## config.mk

```make
export PLATFORM = sky130hd
export DESIGN_NAME = i2c_cmd_sequencer_flat
export DESIGN_NICKNAME = d
export VERILOG_FILES = /design/src/rtl/i2c_cmd_sequencer_pkg.sv /design/src/rtl/i2c_cmd_sequencer_if.sv /design/src/rtl/i2c_cmd_rom.sv /design/src/rtl/i2c_cmd_sequencer.sv /design/src/flat_wrapper.sv
export SDC_FILE = /design/constraint.sdc
export NUM_CORES = 1
export LEC_CHECK = 0
export CAP_MARGIN = 0
export CORE_AREA = 8 8 142 144
export DETAILED_ROUTE_END_ITERATION = 6
export DIE_AREA = 0 0 150 152
export MAX_ROUTING_LAYER = met4
export PLACE_DENSITY = 0.76
export SLEW_MARGIN = 20
export SYNTH_ARGS = -nofsm -noshare
export SYNTH_HDL_FRONTEND = slang
export SYNTH_SLANG_ARGS = --single-unit
export TNS_END_PERCENT = 100
```

## constraint.sdc

```tcl
create_clock -name clk_12m -period 2.19 [get_ports clk_12m]
set_input_delay 0.438 -clock clk_12m [delete_from_list [all_inputs] [get_ports clk_12m]]
set_output_delay 0.438 -clock clk_12m [all_outputs]
set_load 0.05 [all_outputs]
```

## src/rtl/i2c_cmd_sequencer_pkg.sv

```systemverilog
// Shared types and constants for the table-driven I2C command sequencer.
// Holds the master mode codes, the ROM entry layout and the MPU6050 register map.
package i2c_seq_pkg;

    localparam logic [7:0] MODE_WAIT         = 8'h00;
    localparam logic [7:0] MODE_SINGLE_WRITE = 8'h01;
    localparam logic [7:0] MODE_CONT_WRITE   = 8'h02;
    localparam logic [7:0] MODE_WRITE_DIRECT = 8'h03;
    localparam logic [7:0] MODE_SINGLE_READ  = 8'h04;
    localparam logic [7:0] MODE_CONT_READ    = 8'h05;
    localparam logic [7:0] MODE_READ_DIRECT  = 8'h06;

    localparam logic [7:0] REG_SMPLRT_DIV    = 8'h19;
    localparam logic [7:0] REG_CONFIG        = 8'h1A;
    localparam logic [7:0] REG_GYRO_CONFIG   = 8'h1B;
    localparam logic [7:0] REG_ACCEL_CONFIG  = 8'h1C;
    localparam logic [7:0] REG_ACCEL_XOUT_H  = 8'h3B;
    localparam logic [7:0] REG_PWR_MGMT_1    = 8'h6B;

    typedef struct packed {
        logic [7:0] mode;
        logic [7:0] reg_addr;
        logic [7:0] reg_data;
    } cmd_entry_t;

    typedef enum logic [2:0] {
        ST_STARTUP,
        ST_IDLE,
        ST_ISSUE,
        ST_WAIT_DONE,
        ST_GAP
    } seq_state_e;

    // Modes whose completion returns a byte that belongs in the read bank.
    function automatic logic is_read(input logic [7:0] mode);
        return (mode == MODE_SINGLE_READ) || (mode == MODE_CONT_READ) ||
               (mode == MODE_READ_DIRECT);
    endfunction

endpackage

```

## src/rtl/i2c_cmd_sequencer_if.sv

```systemverilog
// Command/response bus between the sequencer and i2c_master_logic.
interface i2c_cmd_sequencer_if;
    logic       i2c_done;
    logic [7:0] i2c_read_data;
    logic [7:0] i2c_config;
    logic [6:0] i2c_dev_addr;
    logic [7:0] i2c_reg_addr;
    logic [7:0] i2c_reg_data;

    modport master (
        output i2c_config, i2c_dev_addr, i2c_reg_addr, i2c_reg_data,
        input  i2c_done, i2c_read_data
    );

    modport slave (
        input  i2c_config, i2c_dev_addr, i2c_reg_addr, i2c_reg_data,
        output i2c_done, i2c_read_data
    );
endinterface

```

## src/rtl/i2c_cmd_rom.sv

```systemverilog
// Command table for the MPU6050: init writes followed by single-byte poll reads.
// A different device is supported by replacing only this module.
module i2c_cmd_rom
    import i2c_seq_pkg::*;
#(
    parameter  int unsigned NUM_INIT = 5,
    parameter  int unsigned NUM_POLL = 14,
    localparam int unsigned IDX_W    = $clog2(NUM_INIT + NUM_POLL)
) (
    input  logic [IDX_W-1:0] cmd_index,
    output cmd_entry_t       entry_c
);

    logic [IDX_W-1:0] poll_k;

    always_comb begin
        entry_c = '0;
        poll_k  = cmd_index - IDX_W'(NUM_INIT);
        if (32'(cmd_index) < NUM_INIT) begin
            case (32'(cmd_index))
                32'd0:   entry_c = {MODE_SINGLE_WRITE, REG_PWR_MGMT_1,   8'h00};
                32'd1:   entry_c = {MODE_SINGLE_WRITE, REG_SMPLRT_DIV,   8'h07};
                32'd2:   entry_c = {MODE_SINGLE_WRITE, REG_CONFIG,       8'h06};
                32'd3:   entry_c = {MODE_SINGLE_WRITE, REG_GYRO_CONFIG,  8'h18};
                32'd4:   entry_c = {MODE_SINGLE_WRITE, REG_ACCEL_CONFIG, 8'h01};
                default: entry_c = '0;
            endcase
        end else if (32'(cmd_index) < NUM_INIT + NUM_POLL) begin
            // Poll k reads the k-th consecutive register from ACCEL_XOUT_H.
            entry_c = {MODE_SINGLE_READ, REG_ACCEL_XOUT_H + 8'(poll_k), 8'h00};
        end
    end

endmodule

```

## src/rtl/i2c_cmd_sequencer.sv

```systemverilog
// Table-driven I2C sequencer: one-shot init list, then a periodic poll list,
// with done synchronisation, per-command timeout/retry and inter-command gaps.
module i2c_cmd_sequencer
    import i2c_seq_pkg::*;
#(
    parameter  logic [6:0]  DEV_ADDR       = 7'h68,
    parameter  int unsigned NUM_INIT       = 5,
    parameter  int unsigned NUM_POLL       = 14,
    parameter  int unsigned STARTUP_CYCLES = 1200000,
    parameter  int unsigned GAP_CYCLES     = 240,
    parameter  int unsigned TIMEOUT_CYCLES = 120000,
    parameter  int unsigned MAX_RETRY      = 3,
    parameter  int unsigned FRAME_CYCLES   = 120000,
    localparam int unsigned IDX_W          = $clog2(NUM_INIT + NUM_POLL)
) (
    input  logic                   clk_12m,
    input  logic                   rst_n,
    input  logic                   enable,
    i2c_cmd_sequencer_if.master    bus,
    output logic [8*NUM_POLL-1:0]  rd_data_bus,
    output logic                   frame_valid,
    output logic                   init_done,
    output logic                   busy,
    output logic                   timeout_err,
    output logic [IDX_W-1:0]       cmd_index
);

    localparam int unsigned CNT_MAX0 = (STARTUP_CYCLES > TIMEOUT_CYCLES) ? STARTUP_CYCLES
                                                                          : TIMEOUT_CYCLES;
    localparam int unsigned CNT_MAX  = (CNT_MAX0 > GAP_CYCLES) ? CNT_MAX0 : GAP_CYCLES;
    localparam int unsigned CNT_W    = $clog2(CNT_MAX + 1);
    localparam int unsigned FRAME_W  = $clog2(FRAME_CYCLES + 1);
    localparam int unsigned RETRY_W  = (MAX_RETRY > 0) ? $clog2(MAX_RETRY + 1) : 1;

    seq_state_e           state_q, state_d;
    logic [IDX_W-1:0]     idx_q, idx_d;
    logic [RETRY_W-1:0]   retry_q, retry_d;
    logic [CNT_W-1:0]     cnt_q, cnt_d;
    logic [FRAME_W-1:0]   frame_q, frame_d;
    logic                 ok_q, ok_d;
    logic [7:0]           cfg_q, cfg_d;
    logic [6:0]           dev_q, dev_d;
    logic [7:0]           reg_q, reg_d;
    logic [7:0]           dat_q, dat_d;
    logic [8*NUM_POLL-1:0] bank_q, bank_d;
    logic                 fv_q, fv_d;
    logic                 init_done_q, init_done_d;
    logic                 busy_q, busy_d;
    logic                 terr_q, terr_d;
    logic                 sync1_q, sync2_q, sync3_q;
    logic                 done_evt;
    logic                 frame_start;
    cmd_entry_t           entry_c;

    i2c_cmd_rom #(
        .NUM_INIT (NUM_INIT),
        .NUM_POLL (NUM_POLL)
    ) u_rom (
        .cmd_index (idx_q),
        .entry_c   (entry_c)
    );

    // i2c_done comes from the i2c_clk domain: two-flop synchroniser plus edge detect.
    assign done_evt    = sync2_q & ~sync3_q;
    assign frame_start = (idx_q == IDX_W'(NUM_INIT));

    always_ff @(posedge clk_12m or negedge rst_n) begin
        if (!rst_n) begin
            state_q     <= ST_STARTUP;
            idx_q       <= '0;
            retry_q     <= '0;
            cnt_q       <= '0;
            frame_q     <= '0;
            ok_q        <= 1'b0;
            cfg_q       <= '0;
            dev_q       <= '0;
            reg_q       <= '0;
            dat_q       <= '0;
            bank_q      <= '0;
            fv_q        <= 1'b0;
            init_done_q <= 1'b0;
            busy_q      <= 1'b0;
            terr_q      <= 1'b0;
            sync1_q     <= 1'b0;
            sync2_q     <= 1'b0;
            sync3_q     <= 1'b0;
        end else begin
            state_q     <= state_d;
            idx_q       <= idx_d;
            retry_q     <= retry_d;
            cnt_q       <= cnt_d;
            frame_q     <= frame_d;
            ok_q        <= ok_d;
            cfg_q       <= cfg_d;
            dev_q       <= dev_d;
            reg_q       <= reg_d;
            dat_q       <= dat_d;
            bank_q      <= bank_d;
            fv_q        <= fv_d;
            init_done_q <= init_done_d;
            busy_q      <= busy_d;
            terr_q      <= terr_d;
            sync1_q     <= bus.i2c_done;
            sync2_q     <= sync1_q;
            sync3_q     <= sync2_q;
        end
    end

    always_comb begin
        state_d     = state_q;
        idx_d       = idx_q;
        retry_d     = retry_q;
        cnt_d       = cnt_q;
        ok_d        = ok_q;
        frame_d     = (frame_q == FRAME_W'(FRAME_CYCLES)) ? frame_q : frame_q + FRAME_W'(1);
        cfg_d       = cfg_q;
        dev_d       = dev_q;
        reg_d       = reg_q;
        dat_d       = dat_q;
        bank_d      = bank_q;
        fv_d        = 1'b0;
        init_done_d = init_done_q;
        busy_d      = busy_q;
        terr_d      = terr_q;

        case (state_q)
            ST_STARTUP: begin
                if (cnt_q == CNT_W'(STARTUP_CYCLES - 1)) begin
                    state_d = ST_IDLE;
                    cnt_d   = '0;
                end else begin
                    cnt_d = cnt_q + CNT_W'(1);
                end
            end

            ST_IDLE: begin
                // The first poll entry also waits for the frame period to elapse.
                if (enable && (!frame_start || (frame_q >= FRAME_W'(FRAME_CYCLES)))) begin
                    state_d = ST_ISSUE;
                    cfg_d   = entry_c.mode;
                    dev_d   = DEV_ADDR;
                    reg_d   = entry_c.reg_addr;
                    dat_d   = entry_c.reg_data;
                    busy_d  = 1'b1;
                    if (frame_start) begin
                        frame_d = '0;
                    end
                end
            end

            ST_ISSUE: begin
                cnt_d   = '0;
                state_d = ST_WAIT_DONE;
            end

            ST_WAIT_DONE: begin
                cnt_d = cnt_q + CNT_W'(1);
                if (done_evt) begin
                    ok_d    = 1'b1;
                    state_d = ST_GAP;
                    cnt_d   = '0;
                    cfg_d   = MODE_WAIT;
                    if (is_read(cfg_q)) begin
                        for (int unsigned k = 0; k < NUM_POLL; k++) begin
                            if (32'(idx_q) == NUM_INIT + k) begin
                                bank_d[8*k +: 8] = bus.i2c_read_data;
                            end
                        end
                    end
                end else if (cnt_q == CNT_W'(TIMEOUT_CYCLES - 1)) begin
                    ok_d    = 1'b0;
                    state_d = ST_GAP;
                    cnt_d   = '0;
                    cfg_d   = MODE_WAIT;
                end
            end

            ST_GAP: begin
                if (cnt_q == CNT_W'(GAP_CYCLES - 1)) begin
                    state_d = ST_IDLE;
                    cnt_d   = '0;
                    busy_d  = 1'b0;
                    if (!ok_q && (retry_q != RETRY_W'(MAX_RETRY))) begin
                        retry_d = retry_q + RETRY_W'(1);
                    end else begin
                        retry_d = '0;
                        if (!ok_q) begin
                            terr_d = 1'b1;
                        end
                        if (idx_q == IDX_W'(NUM_INIT - 1)) begin
                            init_done_d = 1'b1;
                        end
                        if (idx_q == IDX_W'(NUM_INIT + NUM_POLL - 1)) begin
                            idx_d = IDX_W'(NUM_INIT);
                            fv_d  = 1'b1;
                        end else begin
                            idx_d = idx_q + IDX_W'(1);
                        end
                    end
                end else begin
                    cnt_d = cnt_q + CNT_W'(1);
                end
            end

            default: state_d = ST_STARTUP;
        endcase
    end

    assign bus.i2c_config   = cfg_q;
    assign bus.i2c_dev_addr = dev_q;
    assign bus.i2c_reg_addr = reg_q;
    assign bus.i2c_reg_data = dat_q;
    assign rd_data_bus      = bank_q;
    assign frame_valid      = fv_q;
    assign init_done        = init_done_q;
    assign busy             = busy_q;
    assign timeout_err      = terr_q;
    assign cmd_index        = idx_q;

endmodule

```

## src/flat_wrapper.sv

```systemverilog
// flat-port wrapper written by rule: the top's interface ports become plain ports
module i2c_cmd_sequencer_flat import i2c_seq_pkg::*;
#(
    parameter  logic [6:0]  DEV_ADDR       = 7'h68,
    parameter  int unsigned NUM_INIT       = 5,
    parameter  int unsigned NUM_POLL       = 14,
    parameter  int unsigned STARTUP_CYCLES = 1200000,
    parameter  int unsigned GAP_CYCLES     = 240,
    parameter  int unsigned TIMEOUT_CYCLES = 120000,
    parameter  int unsigned MAX_RETRY      = 3,
    parameter  int unsigned FRAME_CYCLES   = 120000,
    localparam int unsigned IDX_W          = $clog2(NUM_INIT + NUM_POLL)
)
  (clk_12m, rst_n, enable, rd_data_bus, frame_valid, init_done, busy, timeout_err, cmd_index, bus_i2c_config, bus_i2c_dev_addr, bus_i2c_reg_addr, bus_i2c_reg_data, bus_i2c_done, bus_i2c_read_data);
  i2c_cmd_sequencer_if bus_i ();
  input  logic clk_12m;
  input  logic rst_n;
  input  logic enable;
  output logic [8*NUM_POLL-1:0] rd_data_bus;
  output logic frame_valid;
  output logic init_done;
  output logic busy;
  output logic timeout_err;
  output logic [IDX_W-1:0] cmd_index;
  output wire logic [$bits(bus_i.i2c_config)-1:0] bus_i2c_config;
  output wire logic [$bits(bus_i.i2c_dev_addr)-1:0] bus_i2c_dev_addr;
  output wire logic [$bits(bus_i.i2c_reg_addr)-1:0] bus_i2c_reg_addr;
  output wire logic [$bits(bus_i.i2c_reg_data)-1:0] bus_i2c_reg_data;
  input wire logic [$bits(bus_i.i2c_done)-1:0] bus_i2c_done;
  input wire logic [$bits(bus_i.i2c_read_data)-1:0] bus_i2c_read_data;
  assign bus_i2c_config = bus_i.i2c_config;
  assign bus_i2c_dev_addr = bus_i.i2c_dev_addr;
  assign bus_i2c_reg_addr = bus_i.i2c_reg_addr;
  assign bus_i2c_reg_data = bus_i.i2c_reg_data;
  assign bus_i.i2c_done = bus_i2c_done;
  assign bus_i.i2c_read_data = bus_i2c_read_data;
  i2c_cmd_sequencer #(.DEV_ADDR(DEV_ADDR), .NUM_INIT(NUM_INIT), .NUM_POLL(NUM_POLL), .STARTUP_CYCLES(STARTUP_CYCLES), .GAP_CYCLES(GAP_CYCLES), .TIMEOUT_CYCLES(TIMEOUT_CYCLES), .MAX_RETRY(MAX_RETRY), .FRAME_CYCLES(FRAME_CYCLES)) u_core (.clk_12m(clk_12m), .rst_n(rst_n), .enable(enable), .bus(bus_i), .rd_data_bus(rd_data_bus), .frame_valid(frame_valid), .init_done(init_done), .busy(busy), .timeout_err(timeout_err), .cmd_index(cmd_index));
endmodule
```

==> results.md <==
* Mean Syn Cell Area at between 10 and 15 um2
* CTS buffer count at 17
* Yosys top cell by area: dfrtp_1
* Max-cap viol count at 0
* Least-Margin Pin Slew at 667.5 ps
* PwrDens at 797.5 nW/um2
* Final ANT Viol Nets at 0
* WP depth at 1
* Total Wirelength at 21280 um
* First-pass GRT wire length at around 34000 um
* Post-synth cell types at 69
* Met3 Wirelength at 1111 um
* Multi-input gate area at 3477 um2
* Final non-filler cell area at 10810 um2
* Final worst-path cycle share at 0.9767
* Post-detail-place hpwl at 15240 um
* Io pins at around 160
* DR vias/cell at about 5.4
* CTS tree: built
* # setup viols final at 0
* CTS Root Cell: clkbuf_16
* DR WL met2 at 10340 um
* Highest-delay cell along the critical path: clkdlybuf4s50_1
* Die Y at between 150 and 200 um
* Total leakage power at 4.762 nW
* DRC at 0
* Fmax achieved at between 400 and 500 MHz
* CP required at ~1800 ps
* Final #Nets at 902
* Reg clk slew, reported paths at 70 ps
* Top sig layer: met4
* Die area at 22800 um2
* Latest clock arrival within the worst-skew pair at 430 ps
* Hold depth at 0
* Routed WL per cell at ~19 um
* Register bit count reported by yosys at around 180
* Cell chain of the critical path: clkdlybuf4s50_1
* Top delay family on crit path: buffers and inverters
* Worst relative slew slack at 0.5536
* Outcome: completed
* Final hold violation count at 0
* Diode count at 0
* Routability Congestion at 0.8451
* Clock sink total at around 180
* Grt total ovfl at 0
* Max FO, Critical Path at 3
* Setup ws final at 51.12 ps
* Worst r2r path cells at 8
* Share of flip-flops with an asynchronous set or reset at 1.000
* Place WS at 86.17 ps
* Via count at 6042
* Post-synth EDFFs at 0
* Sequential cell area at around 4500 um2
* Initial antenna violation count at 0
* Worst path bufs/invs at 1
* Cells after Synth at 704
* End-of-flow core utilization at 0.6081
* Mapped cell area at around 8300 um2
* Synth area leaders: dfrtp_1 (55%), mux2_2 (16%), o21ai_0 (2.8%)
* Clock Path Buffers at 2
* Number of DRC markers in iteration 0 at approximately 420
* Post-DP Area at 10170 um2
* Critical path's largest stage delay at 840 ps
* Slew Limit Fails at 0
* Hold crit path type: reg -> reg
* TritonRoute pass-1 iters at 5
* Die X at 150 um
* Site Rows at 49
* Crit. End Element: primary output
* FILL cells at about 1400
* Core ar. at around 18000 um2
* Setup CP Type: reg -> out
* Vias in the first global route at 5960
* Area growth syn-to-layout at 30.59%
* Critical path arrival at 1700 ps
* Clk_skew at 6.795 ps
* Top_reg_cell synth: dfrtp_1
* Ys Warns at 0
* Max IR drop VDD at 0.6224 mV
* Initial Util at 0.4657
* Port Buffers at 149
* Crit start category: flop
* Top cell type's share of synthesized area at 0.5471
* Largest net degree at the start of global routing at 69
* Min Hold Slack at 351.6 ps
* Sequential-to-total area share from yosys stat at 0.5471
* Htree depth at 4
* Layout cells sized above 1 at 0.2545
* Tmin final at 2139 ps
* Gr usage total at 0.1924
* Metal-1 WL at around 9300 um
[layout by cell type (no fill, tap or decap), types with 12 or more instances in the layout]
master,instances
nor2_1,40
mux2_2,115
inv_1,17
o21ai_0,46
dfrtp_1,179
nand3_1,29
buf_4,47
clkdlybuf4s50_1,142
clkbuf_16,17
nand2_1,38
a21oi_1,16
xor2_1,12
conb_1,14
nand4_1,12
[final timing paths]
check                                                     startpoint  slack, ps                            to
worst min-delay path                        u_core.sync1_q$_DFF_PN0_        350      u_core.sync2_q$_DFF_PN0_
worst max-delay path            u_core.bus.i2c_config[2]$_DFFE_PN0P_         50             bus_i2c_config[2]
worst min register to register              u_core.sync1_q$_DFF_PN0_        350      u_core.sync2_q$_DFF_PN0_
min in group asynchronous                                      rst_n        430  u_core.cnt_q[11]$_DFFE_PN0P_
max in group asynchronous                                      rst_n       1040   u_core.frame_q[3]$_DFF_PN0_
worst max register to register           u_core.cnt_q[1]$_DFFE_PN0P_        100  u_core.cnt_q[10]$_DFFE_PN0P_
[Yosys cell counts, types with 9 or more instances]
cell type  number
clkbuf_1       19
dfrtp_1       181
mux2_2        115
xor2_1         12
buf_4          18
nor4_1          9
a21oi_1        16
nand4_1        12
ha_1           11
and3_1         10
nand3_1        30
inv_1          17
nor2_1         40
o21ai_0        46
xnor2_1        10
nand2_1        38
[registers in the layout (all words and copies together) (netlist names), 2 cells and up]
| register | cells |
|---|---|
| u_core.retry_q | 2 |
| u_core.cnt_q | 21 |
| u_core.bus.i2c_config | 2 |
| u_core.bus.i2c_reg_addr | 7 |
| u_core.cmd_index | 5 |
| u_core.bus.i2c_reg_data | 3 |
| u_core.rd_data_bus | 112 |
| u_core.state_q | 3 |
| u_core.frame_q | 17 |
[power by group]
group,leakage [nW],internal (mW),switching (mW)
combinational,2.16,0.677,1.20
clock,0.292,1.73,1.38
sequential,2.31,3.52,0.112
total,4.76,5.93,2.70
[kinds of logic (layout without fill, tap and decap cells)]
family | after synthesis | count (layout) | share of synthesized area
AOI/OAI and AO/OA | 105 | 105 | 0.07708
DFF | 181 | 181 | 0.5471
muxes | 118 | 118 | 0.1600
adders and majority gates | 11 | 11 | 0.01662
xor gates and xnor gates | 22 | 22 | 0.02327
other | 1 | 14 | 0.0004529
and+or+nand+nor | 198 | 198 | 0.1325
buffers and inverters | 68 | 243 | 0.04292
[through the flow]
| step | TNS [ps] | instances | power, mW |
|---|---|---|---|
| finish | 0 | 1121 | 8.622 |
| global route | -25.41 | 1121 | 8.976 |
| CTS | 0 | 1120 | 8.663 |
| detailed placement | 0 | 1087 | 5.540 |
| global placement | 0 | 1087 | 5.514 |
| floorplan | -8.815 | 717 | 4.858 |
[repair_timing]
| action | CTS | global route |
|---|---|---|
| hold buffers | 1 | 0 |
| endpoints found under the setup margin | 0 | 28 |
| endpoints found under the hold margin | 23 | 0 |
| buffers inserted | 0 | 1 |
| gates resized for setup | 0 | 6 |
[per-layer routing]
metal / GRT usage / vias up
li1: - / 2816
met5: - / -
met2: 0.2987 / 158
met1: 0.2460 / 3032
met3: 0.03564 / 36
met4: 0.07286 / 0
[cell type report]
class                   instances  area share
clock buffers                  19     0.04004
clock inverters                13     0.01516
inverters                      17    0.005902
multi-input cells             468      0.3216
flip-flops and latches        181      0.4192
well taps                     229     0.02650
repair buffers                194      0.1716
No activity file was read; power rests on OpenSTA's default activity.
